[src/rtl/code_counter_bank.sv]
// Bank of CHANNELS prescaled event counters; channel k counts once per 4^k
// enabled, selected cycles, with wrap/saturate overflow and sticky flags.
module code_counter_chan #(
  parameter int WIDTH = 64,
  parameter int PW    = 0
) (
  input  logic             clk,
  input  logic             rst,
  input  logic             act,
  input  logic             en,
  input  logic             clr,
  input  logic             mode,
  output logic [WIDTH-1:0] count,
  output logic             ovf
);
  logic evt;

  // Channel 0 has no prescaler: every enabled cycle is a count event.
  generate
    if (PW == 0) begin : g_nopre
      assign evt = en;
    end else begin : g_pre
      logic [PW-1:0] pre;
      always_ff @(posedge clk or posedge rst) begin
        if (rst)              pre <= '0;
        else if (act && clr)  pre <= '0;
        else if (act && en)   pre <= pre + PW'(1);
      end
      assign evt = en && (pre == {PW{1'b1}});
    end
  endgenerate

  always_ff @(posedge clk or posedge rst) begin
    if (rst) begin
      count <= '0;
      ovf   <= 1'b0;
    end else if (act) begin
      if (clr) begin
        count <= '0;
        ovf   <= 1'b0;
      end else if (evt) begin
        if (count == {WIDTH{1'b1}}) begin
          ovf <= 1'b1;
          if (!mode) count <= '0;
        end else begin
          count <= count + WIDTH'(1);
        end
      end
    end
  end
endmodule

module code_counter_bank #(
  parameter int WIDTH    = 64,
  parameter int CHANNELS = 2,
  parameter int SEL_W    = 1
) (
  input  logic                      Clk,
  input  logic                      Reset,
  input  logic                      En,
  input  logic [SEL_W-1:0]          Slt,
  input  logic                      Clr,
  input  logic                      Mode,
  output logic [CHANNELS*WIDTH-1:0] Output,
  output logic [CHANNELS-1:0]       Ovf
);
  logic [CHANNELS-1:0][WIDTH-1:0] cnt;
  logic [CHANNELS-1:0]            act;

  // An out-of-range Slt matches no channel, so the cycle is a no-op.
  generate
    for (genvar k = 0; k < CHANNELS; k++) begin : g_ch
      assign act[k] = (Slt == SEL_W'(k));
      code_counter_chan #(.WIDTH(WIDTH), .PW(2*k)) u_ch (
        .clk   (Clk),
        .rst   (Reset),
        .act   (act[k]),
        .en    (En),
        .clr   (Clr),
        .mode  (Mode),
        .count (cnt[k]),
        .ovf   (Ovf[k])
      );
    end
  endgenerate

  assign Output = cnt;
endmodule

[config.mk]
export PLATFORM = sky130hd
export DESIGN_NAME = code_counter_bank
export DESIGN_NICKNAME = d
export VERILOG_FILES = /design/src/rtl/code_counter_bank.sv
export SDC_FILE = /design/constraint.sdc
export NUM_CORES = 1
export LEC_CHECK = 0
export BUFFER_PORTS_ARGS = -buffer_cell sky130_fd_sc_hd__buf_2
export CAP_MARGIN = 5
export CORE_MARGIN = 10
export CORE_UTILIZATION = 55
export DETAILED_ROUTE_END_ITERATION = 6
export MAX_ROUTING_LAYER = met4
export PLACE_DENSITY_LB_ADDON = 0.08
export SLEW_MARGIN = 20
export SYNTH_ARGS = -nofsm -noshare
export SYNTH_HDL_FRONTEND = slang
export SYNTH_SLANG_ARGS = --single-unit
[constraint.sdc]
create_clock -name Clk -period 9.3 [get_ports Clk]
set_input_delay 0 -clock Clk [delete_from_list [all_inputs] [get_ports Clk]]
set_output_delay 0 -clock Clk [all_outputs]
set_load 0.05 [all_outputs]
==> results.sh, run 1 <==
export IMPL_finalHoldViolations=0
export IMPL_initial_utilization=0.5590
export IMPL_fin_tns_setup_ns=0
export IMPL_critPathRequiredTime_ns=9.61
export IMPL_synth_flop_cell="dfrtp_1"
export IMPL_synth_largest_area_cell="dfrtp_1"
export IMPL_vias=7865
export IMPL_yosysWarnings=0
export IMPL_synthToLayoutAreaGrowth_pct=19.17
export IMPL_clockBufferDepth=2
export IMPL_ys_seq_area_frac=0.4290
export IMPL_cts_tree="yes"
export IMPL_htreeDepth=4
export IMPL_grt_ovfl_total=0
export IMPL_viasPerCell=6.374
export IMPL_worst_pin_slew_ns=0.9024
export IMPL_cts_root_buf="clkbuf_16"
export IMPL_fillers=1251
export IMPL_r2r_end="g_ch[1].u_ch.count[15]"
export IMPL_synthTopCellsByCount="dfrtp_1 (132), nand2_1 (103), a31oi_1 (91)"
export IMPL_endpoint_kind="register"
export IMPL_fin_nets=1049
export IMPL_numCtsBuffers=17
export IMPL_power_density_nw_per_um2=151.4
export IMPL_crit_arrival_ns=3.70
export IMPL_core_um2=13770
export IMPL_io_buffers=135
export IMPL_clkSlewWorstSetupHoldPaths_ns=0.06
export IMPL_clock_sinks=132
export IMPL_maxCapViolations=0
export IMPL_row_count=43
export IMPL_max_freq_mhz=294.4
export IMPL_dp_slack_ns=5.950
export IMPL_drtPass1Iterations=6
export IMPL_avgSynthCellArea_um2=8.333
export IMPL_worstPathMaxFanout=58
export IMPL_r2r_start="g_ch[1].u_ch.count[14]"
export IMPL_finalCritPeriodShare=0.3652
export IMPL_path_cells="nand4_1, nor4_1, nand3_1, o21a_2, buf_4, and3_1, a221o_1"
export IMPL_rsz0062_at_grt="no"
export IMPL_fin_util=0.6662
export IMPL_grt_pass1_wl_um=38200
export IMPL_worstSetupPathType="reg -> reg"
export IMPL_fin_ws_ns=5.904
export IMPL_reg2regPathDepth=7
export IMPL_outcome="finished clean"
export IMPL_synth_top_area_frac=0.4290
export IMPL_hpwl_um=15610
export IMPL_wire_per_inst_um=18.93
export IMPL_slew_headroom=0.3934
export IMPL_slowest_delay_ns=0.55
export IMPL_setup_viol=0
export IMPL_routed_wl_um=23360
export IMPL_fp_dieW_um=138.3
export IMPL_fin_skew_ns=0.007977
export IMPL_syn_inst=924
export IMPL_finalCriticalPeriod_ns=3.396
export IMPL_gp_congestion=0.9128
export IMPL_drive_gt1_frac=0.1842
export IMPL_reg2reg_slack_ns=5.90
export IMPL_design_die_area_um2=19130
export IMPL_ys_types=58
export IMPL_startpoint_type="register"
export IMPL_final_max_slew_viol_count=0
export IMPL_drt_iter0_drc=842
export IMPL_p_leak_nw=4.004
export IMPL_synth_seq_cells=132
export IMPL_async_flop_share=1.000
export IMPL_clock_latency_ns=0.43
export IMPL_synth_edff_count=0
export IMPL_crit_slowest_cell="o21a_2"
export IMPL_grt_usage=0.2417
export IMPL_drtAntennaViolNets=0
export IMPL_synth_area_top_cells="dfrtp_1 (43%), a31oi_1 (7.4%), nand2_1 (5.0%), nand3_1 (4.5%), a21oi_1 (4.4%)"
export IMPL_ioPinCount=136
export IMPL_cts_repair_timing_setup_buffer_count=0
export IMPL_die_h_um=138.3
export IMPL_ir_drop_mv=0.1150
export IMPL_syn_area_um2=7700
export IMPL_hold_class="in -> async"
export IMPL_syn_nets=933
export IMPL_drc=0
export IMPL_grt_start_max_net_pins=78
export IMPL_grt_pass1_vias=7342
export IMPL_synth_most_common_cell="dfrtp_1"
export IMPL_antenna_found_initial=1
-- cells in the final DEF, fill, tap and decap left out, types with 3 or more instances in the layout --
master,instances
or4_1,13
nand2_1,103
a41oi_1,8
o211ai_1,12
or2_2,4
inv_1,29
bufinv_16,5
dfrtp_1,132
ha_1,3
buf_4,9
a21o_1,6
o21ai_0,47
o211a_1,4
buf_2,135
clkbuf_16,17
nand3_1,69
a2bb2oi_1,3
nand2b_1,17
dlygate4sd3_1,7
o31ai_1,4
o21ai_2,3
nor4_1,15
a31o_2,4
or3_1,23
a21oi_1,67
and3_1,21
a31oi_1,91
nand4_1,46
o21a_1,3
nor2_1,47
clkinv_2,5
and4_1,20
nor3_1,25
and2_1,9
clkbuf_1,4
-- critical path: cells and delay by family, from the launching register on --
kind | cells | cell delay (ns)
compound gates | 2 | 0.80
flops | 1 | 0.46
buf+inv | 1 | 0.38
simple gates | 4 | 1.59
-- per-layer routing --
metal	track usage	part of all wire
met1	0.3036	0.44
met2	0.3808	0.49
met3	0.04486	0.050
met4	0.09156	0.021
met5	-	0
-- worst max-delay path by stage --
stage | depth (start not counted) | from | to | slack [ns]
final | 7 | g_ch[1].u_ch.count[14] | g_ch[1].u_ch.count[15] | 5.90
after global routing | 7 | g_ch[1].u_ch.count[14] | g_ch[1].u_ch.count[15] | 5.61
after CTS | 7 | g_ch[1].u_ch.count[14] | g_ch[1].u_ch.count[15] | 5.95
after detailed placement | 7 | g_ch[1].u_ch.count[14] | g_ch[1].u_ch.count[15] | 5.95
after global placement | 7 | g_ch[1].u_ch.count[15] | g_ch[1].u_ch.count[15] | 6.07
after floorplan | 1 | Reset | g_ch[0].u_ch.count[0] | 5.77
-- report_power, final --
part,switching [mW],internal [mW]
Combinational,0.0557,0.0168
Sequential,0.00635,0.579
Clock,0.258,0.473
-- layout make-up --
class                           count  area, µm²  area share
Tap cell                          180      225.2     0.02454
Clock buffer                       21      440.4     0.04800
Timing Repair Buffer              151      813.3     0.08863
Multi-Input combinational cell    708       4091      0.4459
Antenna cell                        1      2.502   0.0002727
Clock inverter                     11      182.7     0.01991
Inverter                           30      117.6     0.01282
Sequential cell                   132       3303      0.3600
-- state kept, by name (all words and copies together), names as in the netlist --
name and cells:
g_ch.u_ch.g_pre.pre 2, g_ch.u_ch.count 128, g_ch.u_ch.ovf 2
-- metrics by stage --
step	cells	area, µm²	hold slack, ns	total power [mW]
3_5_place_dp	1194	8473	0.1935	0.6663
3_3_place_gp	1194	8473	0.1848	0.6657
4_1_cts	1233	9166	0.2885	1.395
2_1_floorplan	924	7700	0.2111	0.6457
5_1_grt	1234	9176	0.3360	1.427
6_report	1234	9176	0.2620	1.389
-- repair_timing --
action,4_1_cts,5_1_grt
hold buffers,7,0
hold endpoints to repair,81,0
gates resized for setup,0,0
-- cell families after synthesis --
| group | after synthesis | share of synthesized area |
|---|---|---|
| AOI/OAI and AO/OA | 276 | 0.2239 |
| xor gates and xnor gates | 4 | 0.004551 |
| adders and majority gates | 3 | 0.004875 |
| buffers and inverters | 84 | 0.04241 |
| DFF | 132 | 0.4290 |
| muxes | 2 | 0.002600 |
| and+or+nand+nor | 423 | 0.2927 |
Note: power is estimated with default switching activity, not from simulation.
==> run 2, diff against run 1 <==
- ABC_AREA: not set -> 1
- CORE_UTILIZATION: 55 -> 53
- clock period: 9.3 -> 2.8 ns (I/O delays scaled with it)
==> results.sh, run 2 <==
export IMPL_outcome="finished clean"
export IMPL_top_regs="g_ch.u_ch.count x128, g_ch.u_ch.ovf x2, g_ch.u_ch.g_pre.pre x2"
export IMPL_worstPathMaxFanout=20
export IMPL_regMostFlops="g_ch.u_ch.count"
export IMPL_clkPwrFrac=0.470
export IMPL_worst_pin_slew_ns=0.7255
export IMPL_final_common_cell="nand2_1"
export IMPL_syn_area_um2=8999
export IMPL_rsz0062_at_grt="no"
export IMPL_synth_most_common_cell="nand2_1"
export IMPL_ys_seq_area_frac=0.3671
export IMPL_design_die_area_um2=22590
export IMPL_wire_per_inst_um=17.23
export IMPL_seqPwrFrac=0.424
export IMPL_antenna_found_initial=0
export IMPL_slowest_delay_ns=0.46
export IMPL_hpwl_um=23160
export IMPL_finalNonFillerCells=1746
export IMPL_synth_seq_cells=132
export IMPL_drt_iter0_drc=696
export IMPL_die_h_um=150.3
export IMPL_n_antenna_cell=0
export IMPL_synthToLayoutAreaGrowth_pct=17.73
export IMPL_synth_edff_count=0
export IMPL_synth_top_area_frac=0.3671
export IMPL_clock_sinks=132
export IMPL_core_um2=16640
export IMPL_final_cell_mix="nand2_1 (552), nor2_1 (257), buf_2 (135)"
export IMPL_power_frac_comb=0.106
export IMPL_ys_types=33
export IMPL_clockBufferDepth=2
export IMPL_r2r_end="g_ch[0].u_ch.count[35]"
export IMPL_synth_flop_cell="dfrtp_1"
export IMPL_fin_util=0.6366
export IMPL_drc=0
export IMPL_r2r_start="g_ch[0].u_ch.count[0]"
export IMPL_vias=9376
export IMPL_final_max_slew_viol_count=0
export IMPL_maxCapViolations=0
export IMPL_crit_arrival_ns=2.65
export IMPL_synth_largest_area_cell="dfrtp_1"
export IMPL_numCtsBuffers=17
export IMPL_endpoint_kind="register"
export IMPL_setup_viol=0
export IMPL_cts_repair_timing_setup_buffer_count=0
export IMPL_finalCritPeriodShare=0.8211
export IMPL_grt_ovfl_total=0
export IMPL_syn_nets=1373
export IMPL_synth_area_top_cells="dfrtp_1 (37%), nand2_1 (23%), nor2_1 (11%), xor2_1 (7.5%), o21ai_0 (4.3%)"
export IMPL_ioPinCount=136
export IMPL_io_buffers=135
export IMPL_min_delay_start="Clr"
export IMPL_finalHoldViolations=0
export IMPL_max_freq_mhz=435.0
export IMPL_hold_class="in -> reg"
export IMPL_finalCriticalPeriod_ns=2.299
export IMPL_ir_drop_mv=0.4372
export IMPL_grt_pass1_wl_um=48110
export IMPL_clock_latency_ns=0.43
export IMPL_grt_start_max_net_pins=133
export IMPL_dp_cells=1710
export IMPL_worstHoldEndpoint="g_ch[1].u_ch.ovf"
export IMPL_cts_root_buf="clkbuf_16"
export IMPL_fin_nets=1522
export IMPL_reg2regPathDepth=12
export IMPL_power_density_nw_per_um2=457.0
export IMPL_grt_pass1_vias=9225
export IMPL_reg2reg_slack_ns=0.50
export IMPL_row_count=47
export IMPL_cts_tree="yes"
export IMPL_drtAntennaViolNets=0
export IMPL_clkSlewWorstSetupHoldPaths_ns=0.06
export IMPL_slew_headroom=0.5164
export IMPL_crit_top_cell="nand2_4"
export IMPL_fin_skew_ns=0.01267
export IMPL_p_switching_mw=1.432
export IMPL_viasPerCell=5.370
export IMPL_intPower_mw=3.410
export IMPL_whs_path_depth=2
export IMPL_power_mw=4.842
export IMPL_startpoint_type="register"
export IMPL_syn_inst=1364
export IMPL_gp_congestion=1.023
export IMPL_worstSetupPathType="reg -> reg"
export IMPL_async_flop_share=1.000
export IMPL_grt_usage=0.2774
export IMPL_drive_gt1_frac=0.1389
export IMPL_p_leak_nw=4.744
export IMPL_fp_dieW_um=150.3
export IMPL_crit_slowest_cell="dfrtp_1"
export IMPL_drtPass1Iterations=6
export IMPL_critPathRequiredTime_ns=3.15
export IMPL_htreeDepth=4
export IMPL_synthTopCellsByCount="nand2_1 (552), nor2_1 (257), dfrtp_1 (132)"
export IMPL_fin_tns_setup_ns=0
export IMPL_p_sw_frac=0.2957
export IMPL_largest_register_ffs=128
export IMPL_path_cells="ha_1, inv_2, nor2_4, nand2_4, nor2_8, nand2_4, nor2_2, nand3_1, nand2_2, buf_4, nand2_1, o21ai_0"
export IMPL_avgSynthCellArea_um2=6.597
export IMPL_routed_wl_um=30080
export IMPL_yosysWarnings=0
export IMPL_initial_utilization=0.5407
[run 2: per-stage QoR]
step | instance area [µm²] | worst slack [ns] | hold slack (ns)
after floorplan | 9002 | 0.4404 | 0.1866
after global placement | 9971 | 0.5843 | 0.2743
after detailed placement | 9971 | 0.5148 | 0.2833
after CTS | 10590 | 0.4958 | 0.01607
after global routing | 10590 | 0.2463 | 0.03651
final | 10590 | 0.5010 | 0.001783
[run 2: layout make-up]
type	count	area (µm²)
well taps	220	275.3
flip-flops and latches	132	3303
repair buffers	157	925.9
multi-input cells	1142	5266
fillers	1590	6048
inverters	63	240.2
clock inverters	14	153.9
clock buffers	18	429.2
[run 2: critical path: cells and delay by family (launching register included)]
kind	cells	cell delay (ns)
AND/OR/NAND/NOR	8	0.99
flip-flops	1	0.46
buffers and inverters	2	0.35
adder cells (fa/ha/maj)	1	0.32
AO/OA/AOI/OAI	1	0.08
[run 2: cells by family (layout without fill, tap and decap cells)]
logic type / after synthesis / count (layout) / share of synthesized area
adder cells (fa/ha/maj): 3 / 3 / 0.004172
AO/OA/AOI/OAI: 108 / 108 / 0.06257
XOR/XNOR: 95 / 95 / 0.09246
buffers and inverters: 90 / 252 / 0.04769
flip-flops: 132 / 132 / 0.3671
AND/OR/NAND/NOR: 936 / 936 / 0.4260
[run 2: routing by layer]
metal | track usage | share of wire | vias up
li1 | - | - | 4592
met1 | 0.3128 | 0.40 | 4403
met2 | 0.4797 | 0.51 | 305
met3 | 0.03962 | 0.047 | 76
met4 | 0.1234 | 0.040 | 0
met5 | - | 0 | -
[run 2: worst max path at each step]
stage                                from                endpoint  slack, ns  depth (start not counted)
floorplan           g_ch[0].u_ch.count[0]   g_ch[0].u_ch.count[0]       0.44                         12
global placement    g_ch[0].u_ch.count[0]  g_ch[0].u_ch.count[47]       0.58                         12
detailed placement  g_ch[0].u_ch.count[0]  g_ch[0].u_ch.count[35]       0.51                         12
CTS                 g_ch[0].u_ch.count[0]  g_ch[0].u_ch.count[35]       0.50                         12
global route        g_ch[0].u_ch.count[0]  g_ch[0].u_ch.count[35]       0.25                         12
finish              g_ch[0].u_ch.count[0]  g_ch[0].u_ch.count[35]       0.50                         12
[run 2: repair_timing]
item | CTS | global route
endpoints found under the hold margin | 133 | 0
resized for setup | 0 | 0
hold buffers | 4 | 0
[run 2: power by group through the flow]
stage                     Combinational [mW]  Clock, mW  Sequential, mW
after floorplan                        0.230          0            2.22
after global placement                 0.512          0            2.08
after detailed placement               0.517          0            2.08
after CTS                              0.522       2.29            2.05
after global routing                   0.561       2.38            2.06
final                                  0.515       2.28            2.05
==> run 3, diff against run 2 <==
- ABC_AREA: 1 -> 0
- CORE_UTILIZATION: 53 -> 51
- clock period: 2.8 -> 1.95 ns (I/O delays scaled with it)
==> results.sh, run 3 <==
export IMPL_outcome="aborted with a tool error"
export IMPL_lastStage="5_1_grt"
export IMPL_stop_error="[ERROR DPL-0038] Utilization greater than 100%, impossible to legalize"
export IMPL_initial_utilization=0.5258
export IMPL_synth_flop_cell="dfrtp_1"
export IMPL_async_flop_share=1.000
export IMPL_synth_largest_area_cell="dfrtp_1"
export IMPL_synth_top_area_frac=0.4290
export IMPL_io_buffers=135
export IMPL_syn_area_um2=7700
export IMPL_synthTopCellsByCount="dfrtp_1 (132), nand2_1 (103), a31oi_1 (91)"
export IMPL_htreeDepth=4
export IMPL_synth_seq_cells=132
export IMPL_clockBufferDepth=2
export IMPL_die_h_um=142.9
export IMPL_timing_worst_endpoint_kind="register data pin"
export IMPL_synth_area_top_cells="dfrtp_1 (43%), a31oi_1 (7.4%), nand2_1 (5.0%), nand3_1 (4.5%), a21oi_1 (4.4%)"
export IMPL_row_count=44
export IMPL_avgSynthCellArea_um2=8.333
export IMPL_repair_timing_grt_worst_ep="g_ch[1].u_ch.count[19]$_DFFE_PP0P_/D"
export IMPL_fp_dieW_um=142.9
export IMPL_ys_seq_area_frac=0.4290
export IMPL_cts_root_buf="clkbuf_16"
export IMPL_numCtsBuffers=17
export IMPL_synth_most_common_cell="dfrtp_1"
export IMPL_grt_start_max_net_pins=46
export IMPL_clock_sinks=132
export IMPL_ioPinCount=136
export IMPL_dp_cells=1452
export IMPL_syn_inst=924
export IMPL_ys_types=58
export IMPL_yosysWarnings=0
export IMPL_gp_congestion=0.9073
export IMPL_synth_edff_count=0
export IMPL_syn_nets=933
export IMPL_hpwl_um=19910
## run 3: cell types whose count changed after synthesis, sizes merged, moves of 41 or more
cell / previous run / this run
nand2: 560 / 103
nor2: 271 / 47
a31oi: 0 / 91
xor2: 77 / 2
a21oi: 0 / 67
o21ai: 99 / 50
clkbuf: 6 / 47
## run 3: through the flow
| step | TNS, ns | setup WS [ns] | hold WS, ns | instance area, µm² | util |
|---|---|---|---|---|---|
| floorplan | -42.06 | -0.5859 | 0.1944 | 8597 | - |
| global placement | -16.17 | -0.3394 | 0.04622 | 11010 | 0.7520 |
| detailed placement | -22.89 | -0.3569 | 0.04412 | 11010 | 0.7520 |
| CTS | -24.42 | -0.3711 | 0.04148 | 13960 | 0.9536 |
## run 3: kinds of logic after synthesis
logic type | share of synthesized area
flip-flops | 0.4290
adder cells (fa/ha/maj) | 0.004875
multiplexers | 0.002600
XOR/XNOR | 0.004551
AND/OR/NAND/NOR | 0.2927
buffers and inverters | 0.04241
AO/OA/AOI/OAI | 0.2239
## run 3: timing repair
item,CTS
endpoints found under the hold margin,65
gates resized for setup,249
buffers inserted,50
hold buffers,5
cloned,31
endpoints found under the setup margin,129
pin swaps,116
==> run 4, diff against run 3 <==
- CORE_UTILIZATION: 51 -> 40
- MAX_ROUTING_LAYER: met4 -> not set
- PLACE_DENSITY_LB_ADDON: 0.08 -> 0.15
- clock period: 1.95 -> 2.55 ns (I/O delays scaled with it)
==> results.sh, run 4 (synthesized netlist as in run 1, its figures left out) <==
export IMPL_outcome="finished clean"
export IMPL_clockBufferDepth=2
export IMPL_fin_nets=1132
export IMPL_drtAntennaViolNets=0
export IMPL_finalCritPeriodShare=0.9547
export IMPL_finalCriticalPeriod_ns=2.435
export IMPL_top_regs="g_ch.u_ch.count x128, g_ch.u_ch.ovf x2, g_ch.u_ch.g_pre.pre x2"
export IMPL_viasPerCell=5.855
export IMPL_grt_pass1_wl_um=40940
export IMPL_slew_headroom=0.5540
export IMPL_dp_slack_ns=0.1057
export IMPL_vias=8174
export IMPL_crit_arrival_ns=2.79
export IMPL_grt_usage=0.1948
export IMPL_core_um2=18830
export IMPL_clock_latency_ns=0.43
export IMPL_hpwl_um=18080
export IMPL_drc=0
export IMPL_gp_congestion=0.8522
export IMPL_antenna_found_initial=0
export IMPL_finalHoldViolations=0
export IMPL_p_leak_nw=4.375
export IMPL_final_cell_mix="buf_2 (135), nand2_1 (103), a31oi_1 (91)"
export IMPL_routed_wl_um=25310
export IMPL_setup_viol=0
export IMPL_grt_start_max_net_pins=76
export IMPL_worst_pin_slew_ns=0.6676
export IMPL_grt_pass1_vias=7617
export IMPL_numCtsBuffers=17
export IMPL_design_die_area_um2=25200
export IMPL_grt_ovfl_total=0
export IMPL_clkSlewWorstSetupHoldPaths_ns=0.06
export IMPL_ir_drop_mv=0.5511
export IMPL_multi_input_area_um2=4129
export IMPL_synthToLayoutAreaGrowth_pct=30.74
export IMPL_die_h_um=158.7
export IMPL_fp_dieW_um=158.7
export IMPL_ioPinCount=136
export IMPL_final_common_cell="buf_2"
export IMPL_regMostFlops="g_ch.u_ch.count"
export IMPL_worstSetupPathType="reg -> reg"
export IMPL_worstPathMaxFanout=7
export IMPL_max_freq_mhz=410.7
export IMPL_cts_tree="yes"
export IMPL_final_max_slew_viol_count=0
export IMPL_power_density_nw_per_um2=507.0
export IMPL_endpoint_kind="register"
export IMPL_fin_ws_ns=0.1154
export IMPL_wire_per_inst_um=18.13
export IMPL_fin_tns_setup_ns=0
export IMPL_fillers=1809
export IMPL_io_buffers=135
export IMPL_drtPass1Iterations=5
export IMPL_row_count=50
export IMPL_cts_root_buf="clkbuf_16"
export IMPL_critPathRequiredTime_ns=2.90
export IMPL_startpoint_type="register"
export IMPL_clock_sinks=132
export IMPL_hold_class="in -> async"
export IMPL_largest_register_ffs=128
export IMPL_htreeDepth=4
export IMPL_fin_skew_ns=0.01033
export IMPL_initial_utilization=0.4089
export IMPL_maxCapViolations=0
export IMPL_drive_gt1_frac=0.2993
export IMPL_drt_iter0_drc=595
export IMPL_n_antenna_cell=0
export IMPL_power_mw=5.104
export IMPL_regArea_um2=3369
==> run 4: power breakdown <==
group          internal [mW]  switching [mW]  total, mW
Combinational         0.0788           0.213      0.292
Sequential              2.11          0.0233       2.14
Clock                   1.67            1.00       2.68
==> run 4: worst paths after layout <==
path                                   startpoint                      to  slack [ns]  depth (start not counted)
min                                         Reset  g_ch[1].u_ch.count[17]        0.22                          3
min reg2reg                g_ch[1].u_ch.count[52]  g_ch[1].u_ch.count[52]        0.48                          1
max in group asynchronous                   Reset  g_ch[0].u_ch.count[59]        1.36                          5
max reg2reg                g_ch[0].u_ch.count[38]  g_ch[0].u_ch.count[59]        0.12                          6
min in group Clk           g_ch[1].u_ch.count[52]  g_ch[1].u_ch.count[52]        0.48                          1
max                        g_ch[0].u_ch.count[38]  g_ch[0].u_ch.count[59]        0.12                          6
==> run 4: cell type report <==
cell class / count / share of cell area
multi-input combinational: 708 / 0.4101
sequential: 132 / 0.3347
timing repair buffer: 234 / 0.1474
clock buffer: 18 / 0.04362
tap: 260 / 0.03231
clock inverter: 14 / 0.02026
inverter: 30 / 0.01156
==> run 4: metrics by stage <==
step | util | instances | hold WS, ns | instance area [µm²]
after floorplan | - | 924 | 0.2109 | 7787
after global placement | 0.4951 | 1356 | 0.1292 | 9323
after detailed placement | 0.4951 | 1356 | 0.1275 | 9323
after CTS | 0.5324 | 1394 | 0.2291 | 10030
after global routing | 0.5346 | 1396 | 0.2578 | 10070
final | 0.5346 | 1396 | 0.2170 | 10070
==> run 4: what timing repair did <==
item	4_1_cts	5_1_grt
hold buffers	6	0
resized for setup	0	6
setup buffers	0	2
endpoints found under the hold margin	31	0
setup endpoints to repair	0	64
==> run 4: worst max-delay path, stage by stage (launching register included) <==
cell	delay, ns
dfrtp_2	0.43
and4_1	0.21
or4b_1	0.45
or4_4	0.45
or2_1	0.26
or4_1	0.47
nand3_1	0.09
==> run 4: metal layers <==
layer  track usage  part of all wire  wire, µm
met2        0.3264              0.48     12270
met4       0.05102             0.012       303
met3       0.04828             0.060      1509
met1        0.2444              0.44     11230
met5             0                 0         0
